--- src/rtl/ifm_mem_ctrl.sv ---
// ifm_mem_ctrl: loads one IFM into memory in raster order, then streams it back
// as (even, odd) pixel pairs using both memory ports in parallel.
`default_nettype none

module ifm_mem_ctrl #(
  parameter int DATA_WIDTH       = 32,
  parameter int IFM_SIZE         = 16,
  parameter int ADDRESS_SIZE_IFM = $clog2(IFM_SIZE*IFM_SIZE)
) (
  input  logic                        clk,
  input  logic                        reset,
  input  logic                        Start_Load,
  input  logic                        In_Valid,
  output logic                        In_Ready,
  input  logic [DATA_WIDTH-1:0]       Data_In,
  output logic                        Loaded,
  input  logic                        Start_Read,
  output logic                        Out_Valid,
  output logic [DATA_WIDTH-1:0]       Data_Out_Even,
  output logic [DATA_WIDTH-1:0]       Data_Out_Odd,
  output logic                        Read_Done,
  output logic [ADDRESS_SIZE_IFM-1:0] Address_A,
  output logic [ADDRESS_SIZE_IFM-1:0] Address_B,
  output logic                        Enable_Write_A_Mem,
  output logic                        Enable_Read_A_Mem,
  output logic                        Enable_Write_B_Mem,
  output logic                        Enable_Read_B_Mem,
  output logic [DATA_WIDTH-1:0]       Data_Input_A_Mem1,
  output logic [DATA_WIDTH-1:0]       Data_Input_B_Mem1,
  input  logic [DATA_WIDTH-1:0]       Data_Output_A_Mem1,
  input  logic [DATA_WIDTH-1:0]       Data_Output_B_Mem1
);

  localparam int N  = IFM_SIZE * IFM_SIZE;
  localparam int CW = ADDRESS_SIZE_IFM + 1;

  typedef enum logic [2:0] {
    S_IDLE  = 3'd0,
    S_LOAD  = 3'd1,
    S_FULL  = 3'd2,
    S_READ  = 3'd3,
    S_FLUSH = 3'd4
  } state_t;

  state_t                r_state;
  logic [CW-1:0]         r_wr_cnt;
  logic [CW-1:0]         r_rd_cnt;
  logic                  r_loaded;
  logic                  r_out_valid;
  logic                  r_read_done;
  logic [DATA_WIDTH-1:0] r_even_hold;
  logic [DATA_WIDTH-1:0] r_odd_hold;

  logic                        w_wr;
  logic                        w_rd;
  logic                        w_rd_last;
  logic [ADDRESS_SIZE_IFM-1:0] w_rd_addr_even;
  logic [ADDRESS_SIZE_IFM-1:0] w_rd_addr_odd;

  assign w_wr           = (r_state == S_LOAD) && In_Valid;
  assign w_rd           = (r_state == S_READ);
  assign w_rd_last      = (r_rd_cnt == CW'(N/2 - 1));
  assign w_rd_addr_even = {r_rd_cnt[ADDRESS_SIZE_IFM-2:0], 1'b0};
  assign w_rd_addr_odd  = {r_rd_cnt[ADDRESS_SIZE_IFM-2:0], 1'b1};

  always_ff @(posedge clk or negedge reset) begin
    if (!reset) begin
      r_state     <= S_IDLE;
      r_wr_cnt    <= '0;
      r_rd_cnt    <= '0;
      r_loaded    <= 1'b0;
      r_out_valid <= 1'b0;
      r_read_done <= 1'b0;
      r_even_hold <= '0;
      r_odd_hold  <= '0;
    end else begin
      r_out_valid <= w_rd;
      r_read_done <= w_rd && w_rd_last;
      if (r_out_valid) begin
        r_even_hold <= Data_Output_A_Mem1;
        r_odd_hold  <= Data_Output_B_Mem1;
      end
      case (r_state)
        S_IDLE: begin
          if (Start_Load) begin
            r_state  <= S_LOAD;
            r_wr_cnt <= '0;
            r_loaded <= 1'b0;
          end
        end
        S_LOAD: begin
          if (In_Valid) begin
            r_wr_cnt <= r_wr_cnt + 1'b1;
            if (r_wr_cnt == CW'(N - 1)) begin
              r_state  <= S_FULL;
              r_loaded <= 1'b1;
            end
          end
        end
        S_FULL: begin
          // A simultaneous load request loses to the read.
          if (Start_Read) begin
            r_state  <= S_READ;
            r_rd_cnt <= '0;
          end else if (Start_Load) begin
            r_state  <= S_LOAD;
            r_wr_cnt <= '0;
            r_loaded <= 1'b0;
          end
        end
        S_READ: begin
          r_rd_cnt <= r_rd_cnt + 1'b1;
          if (w_rd_last) r_state <= S_FLUSH;
        end
        S_FLUSH: r_state <= S_FULL;
        default: r_state <= S_IDLE;
      endcase
    end
  end

  assign In_Ready           = (r_state == S_LOAD);
  assign Loaded             = r_loaded;
  assign Out_Valid          = r_out_valid;
  assign Read_Done          = r_read_done;
  // Memory data arrives in the Out_Valid cycle; the hold registers keep it afterwards.
  assign Data_Out_Even      = r_out_valid ? Data_Output_A_Mem1 : r_even_hold;
  assign Data_Out_Odd       = r_out_valid ? Data_Output_B_Mem1 : r_odd_hold;

  assign Enable_Write_A_Mem = w_wr;
  assign Enable_Read_A_Mem  = w_rd;
  assign Enable_Write_B_Mem = 1'b0;
  assign Enable_Read_B_Mem  = w_rd;
  assign Data_Input_A_Mem1  = w_wr ? Data_In : '0;
  assign Data_Input_B_Mem1  = '0;
  assign Address_A          = w_wr ? r_wr_cnt[ADDRESS_SIZE_IFM-1:0] :
                              (w_rd ? w_rd_addr_even : '0);
  assign Address_B          = w_rd ? w_rd_addr_odd : '0;

endmodule

`default_nettype wire

--- config.mk ---
export PLATFORM = sky130hd
export DESIGN_NAME = ifm_mem_ctrl
export DESIGN_NICKNAME = d
export VERILOG_FILES = /design/src/rtl/ifm_mem_ctrl.sv
export SDC_FILE = /design/constraint.sdc
export NUM_CORES = 1
export LEC_CHECK = 0
export BUFFER_PORTS_ARGS = -buffer_cell sky130_fd_sc_hd__buf_2
export CAP_MARGIN = 20
export CORE_MARGIN = 4
export CORE_UTILIZATION = 40
export DETAILED_ROUTE_END_ITERATION = 6
export GPL_TIMING_DRIVEN = 0
export HOLD_SLACK_MARGIN = 0.15
export PLACE_DENSITY = 0.76
export SETUP_SLACK_MARGIN = 0.3
export SKIP_CTS_REPAIR_TIMING = 1
export SYNTH_ARGS = -nofsm -noshare
export SYNTH_HDL_FRONTEND = slang
export SYNTH_SLANG_ARGS = --single-unit
--- constraint.sdc ---
create_clock -name clk -period 1.79 [get_ports clk]
set_clock_uncertainty 0.15 [all_clocks]
set_input_delay 0.4475 -clock clk [delete_from_list [all_inputs] [get_ports clk]]
set_output_delay 0.4475 -clock clk [all_outputs]
set_load 0.005 [all_outputs]
== Word-level counts from Yosys, hierarchy flattened ==
Index checks and enable logic that the tools add are counted.

* Flip-flop bits (word level): 88
* Bits of input ports: 101
* Output and inout bits: 152
* Word-level logic and storage cells: 53

* Add/sub/neg operators: 2
* Equal/unequal tests: 11
* Mux-type cells: 23
* Reduce and logical (&&, ||, !) cells: 9

{| class="wikitable"
|+ Operators with widths
! kind !! number
|-
| $mux 32 || 3
|-
| $mux 9 || 4
|-
| $pmux 9 s3 || 1
|-
| $mux 8 || 3
|-
| $add 9x1->9 const B || 2
|-
| $pmux 9 s2 || 1
|-
| $mux 3 || 5
|-
| $pmux 3 s5 || 1
|-
| $eq 9x7->1 const B || 1
|-
| $eq 9x8->1 const B || 1
|-
| $eq 3x2->1 const B || 2
|-
| $ne 2x2->1 const B || 3
|-
| $reduce_and 3->1 || 2
|-
| $mux 1 || 4
|-
| $ne 2x1->1 const B || 2
|-
| $reduce_and 4->1 || 1
|-
| $eq 3x1->1 const B || 1
|-
| $eq 3x3->1 const B || 1
|-
| $logic_not 3->1 || 1
|-
| $pmux 1 s3 || 1
|-
| $reduce_bool 3->1 || 1
|-
| $logic_and 1x1->1 || 2
|-
| $reduce_and 2->1 || 1
|-
| $reduce_bool 2->1 || 1
|}

== Depth between registers and ports, before layout ==
* Depth after elaboration: 4
* Depth in mapped cells: 7
* Depth with buffers taken out: 7

== Worst setup path after synthesis ==
No wires, ideal clock.

* Path kind: register to output
* Start point: register r_state[1]
* End point: output port Address_A[0]
* Arrival: 1336 ps
* Data required time: 1192 ps
* Slack: -144 ps
* Stages on the path, launching flop included: 6
* Path buffers: 2
* Cell sequence: dfrtp_1 > buf_6 > or3b_1 > inv_2 > buf_2 > and3_1

* Word-level cells in the longest chain between the ends: 3

{| class="wikitable"
|+ Ends and longest elaborated chain
! element !! line !! text
|-
| start, declared || 45 || <nowiki>state_t r_state;</nowiki>
|-
| start signal, assigned || 68 || <nowiki>r_state <= S_IDLE;</nowiki>
|-
| start signal, assigned || 86 || <nowiki>r_state <= S_LOAD;</nowiki>
|-
| start signal, assigned || 95 || <nowiki>r_state <= S_FULL;</nowiki>
|-
| $eq 3x1->1 || n/a ||
|-
| via In_Ready || 14 || <nowiki>output logic In_Ready,</nowiki>
|-
| $logic_and 1x1->1 || 60 || <nowiki>assign w_wr = (r_state == S_LOAD) && In_Valid;</nowiki>
|-
| $mux 8 || 135 || <nowiki>assign Address_A = w_wr ? r_wr_cnt[ADDRESS_SIZE_IFM-1:0] :</nowiki>
|-
| end, declared || 22 || <nowiki>output logic [ADDRESS_SIZE_IFM-1:0] Address_A,</nowiki>
|}

The timed path passes the listed nets, and every way through them passes these cells.

== Worst setup path in the final report ==
* Start point: register r_state[1]
* End point: output port Data_Input_A_Mem1[9]

* Word-level cells in the longest chain between the ends: 3

{| class="wikitable"
|+ Ends and longest elaborated chain
! element !! line !! text
|-
| $eq 3x1->1 || 60 ||
|-
| $logic_and 1x1->1 || 60 ||
|-
| $mux 32 || 133 || <nowiki>assign Data_Input_A_Mem1 = w_wr ? Data_In : '0;</nowiki>
|-
| end, declared || 28 || <nowiki>output logic [DATA_WIDTH-1:0] Data_Input_A_Mem1,</nowiki>
|}

No other way between the ends.

==> qor.yml <==
vias: 3906
final_area_sq_um: 7500
post-route-period-util_pct: 138
grt_pass1_vias: 3736
start_kind: "flip-flop"
wl_um: 14300
grt_max_degree: 50
ys_async_sr_fraction_pct: 100
critPathBufInv: 4
yosys.area.top_type: "dfrtp_1"
cts_tree: "done"
grt.overflow.total: 0
groute.usage.overall_pct: 18.1
path_class: "reg2out"
finalCriticalPeriod_ns: 2.47
utilization_pct: 72.6
num_io_pins: 253
ir_drop_mv: 0.344
drtPass1Iterations: 4
synthTopCellsByArea: "dfrtp_1, mux2_2, buf_4"
nets: 769
detailedRoute.firstIterationViolations: 184
pwr-share-seq_pct: 51.3
synth_seq_cells: 88
max_freq_ghz: 0.404
syn_area_sq_um: 4240
start_util_pct: 41.1
fillers: 657
die_h_um: 111
grt_pass1_wl_um: 18600
hold_class: "in2reg"
violations: "negative setup slack"
clkLatencyLatePin_ns: 0.36
areaGrowthSynthToFinish_pct: 76.7
cts_buffers: 9
final_common_cell: "buf_2"
syn_inst: 358
critPathTopFamily: "simple AND/OR/NAND/NOR gates"
die_width_um: 111
cts-root-buf: "clkbuf_8"
required_ns: 1.19
hold_violations: 0
place_congestion: 0.825
clock_power_share_pct: 33.7
clk_path_buf_depth: 2
swShare_pct: 24.2
cap_violations: 0
power.density_nw_per_um2: 542
p_sw_mw: 0.985
rsz0062_at_grt: "yes"
path_clk_slew_ns: 0.10
seq_area_frac_synth_pct: 51.9
via_per_inst: 4.85
internal-power_mw: 3.08
die_area_sq_um: 12300
crit_path_max_fanout: 7
synth.distinct_cells: 41
final_antenna_net_count: 0
antenna_found_initial: 0
cp_slowest_cell: "or3b_4"
drc: 0
critical_path.cell_chain: "buf_6, or3b_4, inv_8, clkbuf_16, and3_1, buf_2"
tightestPinTransition_ns: 0.526
fp-row-count: 37
ys_warn_count: 0
outcome: "complete, but fails checks"
port_buffers: 219
wl_per_cell_um: 17.8
power_mw: 4.06
dp_hpwl_um: 9150
synth-edff-count: 0
diodes: 0
setup_slack_ns: -0.683
ys.flop_type: "dfrtp_1"
place_area_sq_um: 6030
synth_top_cell_area_share_pct: 51.9
layout.cells.most_common_list: "buf_2, buf_6, dfrtp_1"
avgSynthCellArea_sq_um: 11.8
drive_above_1_share_pct: 65.9
finalSetupViolCount: 120
relSlewSlack_pct: 64.9
leakage_nw: 4.02
crit_arrival_ns: 1.88
cts.sink_count: 88
comb_power_share_pct: 15.0
placeableCoreArea_sq_um: 10300
crit_path_end_kind: "output pin"
h-tree-depth: 3
finalMaxSlewViolations: 0
max_stage_delay_ns: 0.44
## metrics by stage
| stage | cells | TNS, ns | hold slack, ns | setup WS [ns] |
|---|---|---|---|---|
| floorplan | 390 | -2.26 | 0.00191 | -0.0844 |
| global placement | 745 | -59.19 | 0.318 | -0.728 |
| detailed placement | 746 | -8.97 | 0.309 | -0.283 |
| CTS | 761 | -53.74 | -0.0927 | -0.689 |
| global route | 805 | -60.83 | 0.170 | -0.757 |
| finish | 805 | -52.95 | 0.184 | -0.683 |
## final cells by class
| type | instances | area [sq um] | share of cell area [%] |
|---|---|---|---|
| Multi-Input combinational cell | 243 | 2200 | 29.3 |
| Inverter | 5 | 31.3 | 0.417 |
| Clock buffer | 9 | 124 | 1.65 |
| Buffer | 54 | 531 | 7.08 |
| Clock inverter | 6 | 70.1 | 0.935 |
| Timing Repair Buffer | 263 | 2160 | 28.8 |
| Timing Repair inverter | 1 | 6.26 | 0.0835 |
| Sequential cell | 88 | 2210 | 29.4 |
| Tap cell | 136 | 170 | 2.27 |
## worst paths after layout
path | from | endpoint | cells past startpoint | slack [ns]
max | r_state[1] | Data_Input_A_Mem1[9] | 6 | -0.68
min | Data_Output_B_Mem1[23] | r_odd_hold[23] | 2 | 0.18
max reg2reg | r_state[1] | r_wr_cnt[2] | 8 | -0.05
min reg2reg | r_even_hold[19] | r_even_hold[19] | 1 | 0.36
max in group asynchronous | reset | r_even_hold[4] | 3 | 0.43
min in group asynchronous | reset | r_wr_cnt[6] | 2 | 0.43
## synthesized netlist by cell type (all sizes together) (2+ instances only)
library cell	count
a21o	7
nand4	3
clkbuf	7
nand2	14
a21oi	7
and2	11
inv	5
nor2	13
dfrtp	88
o311ai	2
buf	47
nand3	5
nand3b	3
and3	37
o21ai	16
a22o	2
ha	3
or4	3
mux2	66
o31ai	6
## kinds of logic after synthesis
group / after synthesis / synth area share [%]
multiplexers: 67 / 17.8
buffers and inverters: 59 / 9.17
other: 1 / 0.0884
flip-flops: 88 / 51.9
AO/OA/AOI/OAI: 45 / 7.23
adder cells (fa/ha/maj): 3 / 0.885
AND/OR/NAND/NOR: 95 / 12.9
## flip-flops by register name, summed over array words and instances (netlist names)
name and count:
r_rd_cnt 9, Out_Valid 1, r_wr_cnt 9, Loaded 1
r_even_hold 32, r_odd_hold 32, Read_Done 1, r_state 3
## power groups by stage
stage / Clock [mW] / Sequential, mW / Combinational (mW)
after global routing: 1.51 / 2.09 / 0.654
final: 1.37 / 2.08 / 0.609
after detailed placement: 0 / 2.12 / 0.471
after CTS: 1.40 / 2.08 / 0.473
after floorplan: 0 / 2.11 / 0.217
after global placement: 0 / 2.12 / 0.451
## routing by layer
metal | up-vias | share of wire [%] | global-route usage (%)
li1 | 1812 | - | -
met1 | 1882 | 41 | 23.8
met2 | 188 | 51 | 30.2
met3 | 24 | 6.4 | 4.31
met4 | 0 | 1.3 | 4.60
met5 | - | 0 | 0
Note: power is estimated with default switching activity, not from simulation.
